[src/rtl/uart_reg_pkg.sv]
// Shared definitions for the UART register bank: register addresses,
// FSR bit positions, the LCR field layout and the address decoder.
package uart_reg_pkg;

  localparam logic [11:0] ADDR_LCR = 12'h000;
  localparam logic [11:0] ADDR_DIV = 12'h004;
  localparam logic [11:0] ADDR_IER = 12'h008;
  localparam logic [11:0] ADDR_FSR = 12'h00C;
  localparam logic [11:0] ADDR_TBR = 12'h010;
  localparam logic [11:0] ADDR_RBR = 12'h014;

  localparam int FSR_TX_FULL    = 0;
  localparam int FSR_TX_EMPTY   = 1;
  localparam int FSR_RX_FULL    = 2;
  localparam int FSR_RX_EMPTY   = 3;
  localparam int FSR_OVR        = 4;
  localparam int FSR_TX_CNT_LSB = 8;
  localparam int FSR_RX_CNT_LSB = 16;
  localparam int FSR_CNT_W      = 5;

  localparam int IER_TX_EMPTY = 0;
  localparam int IER_RX_AVAIL = 1;
  localparam int IER_OVR      = 2;

  // Line control register; bit 7 is unused and always held at 0.
  typedef struct packed {
    logic       rsvd;
    logic       rx_en;
    logic       tx_en;
    logic       par_odd;
    logic       par_en;
    logic       stop2;
    logic [1:0] data_bits;
  } lcr_t;

  typedef enum logic [2:0] {
    REG_LCR,
    REG_DIV,
    REG_IER,
    REG_FSR,
    REG_TBR,
    REG_RBR,
    REG_NONE
  } reg_sel_e;

  // Misaligned and unmapped addresses both map to REG_NONE.
  function automatic reg_sel_e decode_addr(input logic [11:0] addr);
    reg_sel_e sel;
    sel = REG_NONE;
    if (addr[1:0] == 2'b00) begin
      case (addr)
        ADDR_LCR: sel = REG_LCR;
        ADDR_DIV: sel = REG_DIV;
        ADDR_IER: sel = REG_IER;
        ADDR_FSR: sel = REG_FSR;
        ADDR_TBR: sel = REG_TBR;
        ADDR_RBR: sel = REG_RBR;
        default:  sel = REG_NONE;
      endcase
    end
    return sel;
  endfunction

endpackage

[src/rtl/uart_sync_fifo.sv]
// Single-clock FIFO used for the UART TX and RX byte buffers.
// dout shows the head entry straight from the storage flops.
module uart_sync_fifo #(
  parameter int WIDTH = 8,
  parameter int DEPTH = 16
) (
  input  logic                       pclk,
  input  logic                       prst_n,
  input  logic                       push,
  input  logic                       pop,
  input  logic [WIDTH-1:0]           din,
  output logic [WIDTH-1:0]           dout,
  output logic                       full,
  output logic                       empty,
  output logic [$clog2(DEPTH):0]     count
);

  localparam int AW = $clog2(DEPTH);
  localparam int CW = AW + 1;

  logic [WIDTH-1:0] mem [DEPTH];
  logic [AW-1:0]    wr_ptr_q;
  logic [AW-1:0]    rd_ptr_q;
  logic [CW-1:0]    count_q;
  logic             do_push;
  logic             do_pop;

  // full/empty come from the registered count, i.e. pre-cycle state.
  assign full    = (count_q == CW'(DEPTH));
  assign empty   = (count_q == '0);
  assign do_push = push & ~full;
  assign do_pop  = pop & ~empty;
  assign dout    = mem[rd_ptr_q];
  assign count   = count_q;

  // Storage write.
  // NOTE: the data array is deliberately not reset; the pointers and count
  // define which entries are valid, and leaving it unreset lets it map to RAM.
  always_ff @(posedge pclk) begin
    if (do_push) begin
      mem[wr_ptr_q] <= din;
    end
  end

  // Pointer and occupancy tracking; pointers wrap modulo DEPTH.
  // NOTE: sequential state uses non-blocking assignments so every flop
  // samples pre-edge values regardless of statement order.
  always_ff @(posedge pclk) begin
    if (!prst_n) begin
      wr_ptr_q <= '0;
      rd_ptr_q <= '0;
      count_q  <= '0;
    end else begin
      if (do_push) wr_ptr_q <= wr_ptr_q + 1'b1;
      if (do_pop)  rd_ptr_q <= rd_ptr_q + 1'b1;
      case ({do_push, do_pop})
        2'b10:   count_q <= count_q + 1'b1;
        2'b01:   count_q <= count_q - 1'b1;
        default: count_q <= count_q;
      endcase
    end
  end

endmodule

[src/rtl/uart_reg_bank.sv]
// UART register bank: decodes bridge read/write strobes, holds LCR/DIV/IER,
// reports FIFO status, buffers TX/RX bytes and generates the interrupt.
module uart_reg_bank
  import uart_reg_pkg::*;
#(
  parameter int          FIFO_DEPTH = 16,
  parameter logic [15:0] DIV_RST    = 16'd27
) (
  input  logic        pclk,
  input  logic        prst_n,
  input  logic [11:0] waddr,
  input  logic [31:0] wdata,
  input  logic        wr_en,
  input  logic [11:0] raddr,
  input  logic        rd_en,
  output logic        wack,
  output logic        rack,
  output logic [31:0] rdata,
  output logic        waddrerr,
  output logic        raddrerr,
  output logic [7:0]  tx_data,
  output logic        tx_valid,
  input  logic        tx_ready,
  input  logic [7:0]  rx_data,
  input  logic        rx_valid,
  output logic [15:0] baud_div,
  output logic [7:0]  cfg,
  output logic        irq
);

  localparam int CW = $clog2(FIFO_DEPTH) + 1;

  lcr_t        lcr_q;
  logic [15:0] div_q;
  logic [2:0]  ier_q;
  logic        ovr_q;
  logic        rack_q;
  logic        raddrerr_q;
  logic [31:0] rdata_q;
  logic        irq_q;
  logic        rd_lock_q;

  reg_sel_e    wr_sel;
  reg_sel_e    rd_sel;
  logic        wr_err;
  logic        tx_push;
  logic        tx_pop;
  logic        rx_pop;
  logic        rd_fire;
  logic        rd_err;
  logic [31:0] rd_word;
  logic [31:0] fsr;

  logic [7:0]    tx_dout;
  logic [7:0]    rx_dout;
  logic          tx_full;
  logic          tx_empty;
  logic          rx_full;
  logic          rx_empty;
  logic [CW-1:0] tx_count;
  logic [CW-1:0] rx_count;

  logic unused_wdata;
  assign unused_wdata = ^wdata[31:16];

  assign wr_sel = decode_addr(waddr);
  assign rd_sel = decode_addr(raddr);

  // Write decode: pick the error flag and whether the TX FIFO is pushed.
  // NOTE: every always_comb output gets a default first so no path can
  // leave it unassigned and infer a latch.
  always_comb begin
    wr_err  = 1'b0;
    tx_push = 1'b0;
    if (wr_en) begin
      case (wr_sel)
        REG_LCR, REG_DIV, REG_IER, REG_FSR: wr_err = 1'b0;
        REG_TBR: begin
          if (tx_full) wr_err  = 1'b1;
          else         tx_push = 1'b1;
        end
        default: wr_err = 1'b1;
      endcase
    end
  end

  // A write is acknowledged in the same cycle; nothing is acked under reset.
  assign wack     = wr_en & prst_n;
  assign waddrerr = wr_en & prst_n & wr_err;

  // Configuration registers.
  always_ff @(posedge pclk) begin
    if (!prst_n) begin
      lcr_q <= '0;
      div_q <= DIV_RST;
      ier_q <= '0;
    end else if (wr_en) begin
      case (wr_sel)
        REG_LCR: lcr_q <= lcr_t'({1'b0, wdata[6:0]});
        REG_DIV: div_q <= wdata[15:0];
        REG_IER: ier_q <= wdata[2:0];
        default: ;
      endcase
    end
  end

  // Sticky RX overrun flag; a hardware set beats a same-cycle W1C.
  always_ff @(posedge pclk) begin
    if (!prst_n) begin
      ovr_q <= 1'b0;
    end else if (rx_valid && rx_full) begin
      ovr_q <= 1'b1;
    end else if (wr_en && (wr_sel == REG_FSR) && wdata[FSR_OVR]) begin
      ovr_q <= 1'b0;
    end
  end

  // Live FIFO status word.
  always_comb begin
    fsr                                    = '0;
    fsr[FSR_TX_FULL]                       = tx_full;
    fsr[FSR_TX_EMPTY]                      = tx_empty;
    fsr[FSR_RX_FULL]                       = rx_full;
    fsr[FSR_RX_EMPTY]                      = rx_empty;
    fsr[FSR_OVR]                           = ovr_q;
    fsr[FSR_TX_CNT_LSB +: FSR_CNT_W]       = FSR_CNT_W'(tx_count);
    fsr[FSR_RX_CNT_LSB +: FSR_CNT_W]       = FSR_CNT_W'(rx_count);
  end

  // A read fires once per request: it is blocked while rack is out and
  // stays locked until the bridge drops rd_en, so a held level reads once.
  assign rd_fire = rd_en & ~rack_q & ~rd_lock_q;

  // Read mux and RBR pop request.
  always_comb begin
    rd_err  = 1'b0;
    rd_word = '0;
    rx_pop  = 1'b0;
    case (rd_sel)
      REG_LCR: rd_word = {24'b0, lcr_q};
      REG_DIV: rd_word = {16'b0, div_q};
      REG_IER: rd_word = {29'b0, ier_q};
      REG_FSR: rd_word = fsr;
      REG_RBR: begin
        if (!rx_empty) begin
          rd_word = {24'b0, rx_dout};
          rx_pop  = rd_fire;
        end
      end
      default: rd_err = 1'b1;
    endcase
  end

  // Registered read response; rdata is zero outside the rack cycle.
  always_ff @(posedge pclk) begin
    if (!prst_n) begin
      rack_q     <= 1'b0;
      raddrerr_q <= 1'b0;
      rdata_q    <= '0;
      rd_lock_q  <= 1'b0;
    end else begin
      rack_q     <= rd_fire;
      raddrerr_q <= rd_fire & rd_err;
      rdata_q    <= (rd_fire && !rd_err) ? rd_word : '0;
      rd_lock_q  <= rd_en & (rd_lock_q | rd_fire);
    end
  end

  // Interrupt register, one cycle behind the status it reflects.
  always_ff @(posedge pclk) begin
    if (!prst_n) begin
      irq_q <= 1'b0;
    end else begin
      irq_q <= (ier_q[IER_TX_EMPTY] & tx_empty) |
               (ier_q[IER_RX_AVAIL] & ~rx_empty) |
               (ier_q[IER_OVR]      & ovr_q);
    end
  end

  assign tx_pop = tx_valid & tx_ready;

  uart_sync_fifo #(
    .WIDTH (8),
    .DEPTH (FIFO_DEPTH)
  ) u_tx_fifo (
    .pclk   (pclk),
    .prst_n (prst_n),
    .push   (tx_push),
    .pop    (tx_pop),
    .din    (wdata[7:0]),
    .dout   (tx_dout),
    .full   (tx_full),
    .empty  (tx_empty),
    .count  (tx_count)
  );

  uart_sync_fifo #(
    .WIDTH (8),
    .DEPTH (FIFO_DEPTH)
  ) u_rx_fifo (
    .pclk   (pclk),
    .prst_n (prst_n),
    .push   (rx_valid),
    .pop    (rx_pop),
    .din    (rx_data),
    .dout   (rx_dout),
    .full   (rx_full),
    .empty  (rx_empty),
    .count  (rx_count)
  );

  assign rack     = rack_q;
  assign raddrerr = raddrerr_q;
  assign rdata    = rdata_q;
  assign irq      = irq_q;
  assign tx_data  = tx_dout;
  assign tx_valid = ~tx_empty;
  assign baud_div = div_q;
  assign cfg      = lcr_q;

endmodule

[config.mk]
export PLATFORM = sky130hd
export DESIGN_NAME = uart_reg_bank
export DESIGN_NICKNAME = d
export VERILOG_FILES = /design/src/rtl/uart_reg_pkg.sv /design/src/rtl/uart_sync_fifo.sv /design/src/rtl/uart_reg_bank.sv
export SDC_FILE = /design/constraint.sdc
export NUM_CORES = 1
export LEC_CHECK = 0
export CAP_MARGIN = 20
export CORE_MARGIN = 2
export CORE_UTILIZATION = 57
export CTS_CLUSTER_DIAMETER = 80
export DETAILED_ROUTE_END_ITERATION = 12
export PLACE_DENSITY = 0.81
export SLEW_MARGIN = 10
export SYNTH_ARGS = -nofsm -noshare
export SYNTH_HDL_FRONTEND = slang
export SYNTH_SLANG_ARGS = --single-unit
[constraint.sdc]
create_clock -name pclk -period 4.03 [get_ports pclk]
set_input_delay 1.0075 -clock pclk [delete_from_list [all_inputs] [get_ports pclk]]
set_output_delay 1.0075 -clock pclk [all_outputs]
set_load 0.005 [all_outputs]
==> reports/qor.csv <==
metric,value,unit
drive_gt1_share,17.5,%
rows,56,
h-tree-depth,2,
viasPerCell,5.98,
coreArea,0.0236,mm^2
swShare,19.8,%
tightestPinTransition,0.844,ns
maxSlewViolCount,0,
r2r-start,u_rx_fifo.count[0],
rsz0062_at_grt,no,
status,completed,
syn_inst,845,
clkTransAtPathRegs,0.06,ns
grt_pass1_vias,8309,
syn_area_per_cell,16.3,um^2
first_iter_violations,554,
cts_hold_buffers,0,
dieArea,0.0254,mm^2
synthFlopType,edfxtp_1,
ys_seq_area_share,68.3,%
clk_latency,0.51,ns
final_cell_mix,"256 x edfxtp_1, 110 x clkdlybuf4s50_1, 83 x dfxtp_1",
drcViolationCount,0,
clkPwrFrac,45.8,%
cts_setup_buffers,0,
grt_pass1_wl,47100,um
post-route-period-util,91.2,%
cts-root-buf,clkbuf_16,
hp-start,rd_lock_q,
post_drt_wl_per_cell,22.7,um
crit_type,reg2out,
pwr-share-comb,3.0,%
slew_headroom,43.5,%
setup-tns-final,0,ns
ioPinCount,140,
max-cap-violations,0,
grt_overflow,0,
die_x,159,um
synth-seq-cells,342,
clock_sinks,342,
synth_top_area_cell,edfxtp_1,
worstPathRequired,3.02,ns
wirelength,30200,um
gp_congestion,0.856,
startpoint_type,flop,
synth-edff-count,256,
hp-class,reg2reg,
placement.io_buffers,111,
min_period,3.68,ns
p_leak,5.56,nW
cp_max_fo,32,
p_sw,0.00147,W
yosysTopAreaCellShare,55.8,%
ys_top_cells_by_area,"edfxtp_1 56%, dfxtp_1 12%, mux4_2 12%",
dp_hpwl,19500,um
finalSetupViolCount,0,
final_cells,1329,
num_vias,7951,
grt_start_max_net_pins,71,
antenna_found_initial,0,
worst_hold_slack,0.469,ns
dp_cells,1265,
ir_drop,0.000310,V
max_freq,0.272,GHz
yosysUniqueCellTypes,57,
syn_area,0.0138,mm^2
cts_buffer_depth,3,
layout_commonest_cell,edfxtp_1,
critPathArrivalTime,2.67,ns
track_usage,24.2,%
ant_nets,0,
yosys_warnings,0,
internal_power,0.00597,W
numCtsBuffers,35,
cts_tree,done,
start_util,58.4,%
power_density,449,mW/mm^2
skew,0.0197,ns
nets,1071,
chipHeight,159,um
cts_resized,0,
pwr-share-seq,51.2,%
syn_to_final_growth,20.1,%
async_reset_ff_share,0,%
nFillCells,1458,
worst_setup_path_end_kind,primary output,
dr.pass1.iters,5,
hold_viol_final,0,
diodes,0,
## synthesized netlist by cell type (all sizes together), types with 2 or more instances
| master | number |
|---|---|
| o2bb2ai | 2 |
| a211oi | 2 |
| xor2 | 6 |
| nor3 | 18 |
| and2 | 24 |
| nor4 | 9 |
| ha | 17 |
| o22ai | 2 |
| a22o | 5 |
| dfxtp | 86 |
| a21oi | 8 |
| mux4 | 73 |
| inv | 15 |
| nand4 | 5 |
| a222oi | 2 |
| buf | 32 |
| a21boi | 17 |
| o21a | 3 |
| nand2b | 11 |
| o31ai | 2 |
| xnor2 | 9 |
| nand2 | 69 |
| or3 | 2 |
| nand3 | 17 |
| clkbuf | 23 |
| a31oi | 2 |
| and3 | 19 |
| nor4b | 2 |
| edfxtp | 256 |
| mux2i | 17 |
| a22oi | 22 |
| o21ai | 13 |
| nor2b | 18 |
| a21o | 2 |
| nor2 | 23 |
## cells by family (layout without fill, tap and decap cells)
logic type      count (synthesis)  after routing  synth area share (%)
mux                            90             90                  13.2
fa+ha+maj                      18             18                  1.69
xor+xnor                       15             15                 0.953
flops                         342            342                  68.3
buf+inv                        70            224                  2.41
compound gates                 86             86                  4.40
other cells                     1             12                0.0272
simple gates                  223            223                  9.07
## registers in the layout (all words and copies together), names as in the netlist, named ones only
| name | count |
|---|---|
| u_rx_fifo.wr_ptr_q | 4 |
| baud_div | 16 |
| irq | 1 |
| u_rx_fifo.mem | 128 |
| ovr_q | 1 |
| rd_lock_q | 1 |
| u_rx_fifo.count | 5 |
| u_rx_fifo.rd_ptr_q | 4 |
| u_tx_fifo.mem | 128 |
| ier_q | 3 |
| u_tx_fifo.wr_ptr_q | 4 |
| u_tx_fifo.rd_ptr_q | 4 |
| rack | 1 |
| rdata | 21 |
| cfg | 7 |
| u_tx_fifo.count | 5 |
| raddrerr | 1 |
## metrics by stage
step | worst slack (ns) | total power, W | util, % | instance area [um^2]
final | 0.354 | 0.00744 | 70.1 | 16500
after global routing | 0.239 | 0.00764 | 70.1 | 16500
after CTS | 0.305 | 0.00748 | 70.1 | 16500
after detailed placement | 0.0131 | 0.00411 | 64.9 | 15300
after global placement | 0.0618 | 0.00410 | 64.9 | 15300
after floorplan | 0.445 | 0.00397 | - | 13800
## routing by layer
metal / vias up / global-route usage, % / wire (um)
met5: - / 0 / 0
met4: 0 / 8.31 / 803
met3: 61 / 3.67 / 1870
met2: 321 / 41.6 / 15700
met1: 4044 / 31.6 / 11800
li1: 3525 / - / -
## critical path: stages, from the launching register on
cell	delay (ns)
dfxtp_2	0.34
buf_12	0.26
mux4_2	0.56
mux4_2	0.53
clkdlybuf4s50_1	0.47
## final cells by class
| cell class | instances | area, um^2 | area share, % |
|---|---|---|---|
| repair buffers | 145 | 1370 | 8.30 |
| flip-flops and latches | 342 | 9410 | 56.9 |
| clock inverters | 22 | 283 | 1.71 |
| multi-input cells | 444 | 4080 | 24.7 |
| inverters | 15 | 56.3 | 0.340 |
| clock buffers | 42 | 943 | 5.70 |
| well taps | 319 | 399 | 2.41 |
## power groups by stage
| stage | clock network [W] | registers (W) | logic [W] |
|---|---|---|---|
| floorplan | 0 | 0.00388 | 0.0000908 |
| global placement | 0 | 0.00389 | 0.000212 |
| detailed placement | 0 | 0.00389 | 0.000221 |
| CTS | 0.00344 | 0.00381 | 0.000222 |
| global route | 0.00359 | 0.00381 | 0.000239 |
| finish | 0.00340 | 0.00381 | 0.000222 |
## final timing paths
kind,endpoint,slack [ns],depth (start not counted)
min,rd_lock_q,0.47,2
max,tx_data[2],0.35,4
min reg2reg,rd_lock_q,0.47,2
max reg2reg,u_rx_fifo.count[4],0.67,11
Note: power is estimated with default switching activity, not from simulation.
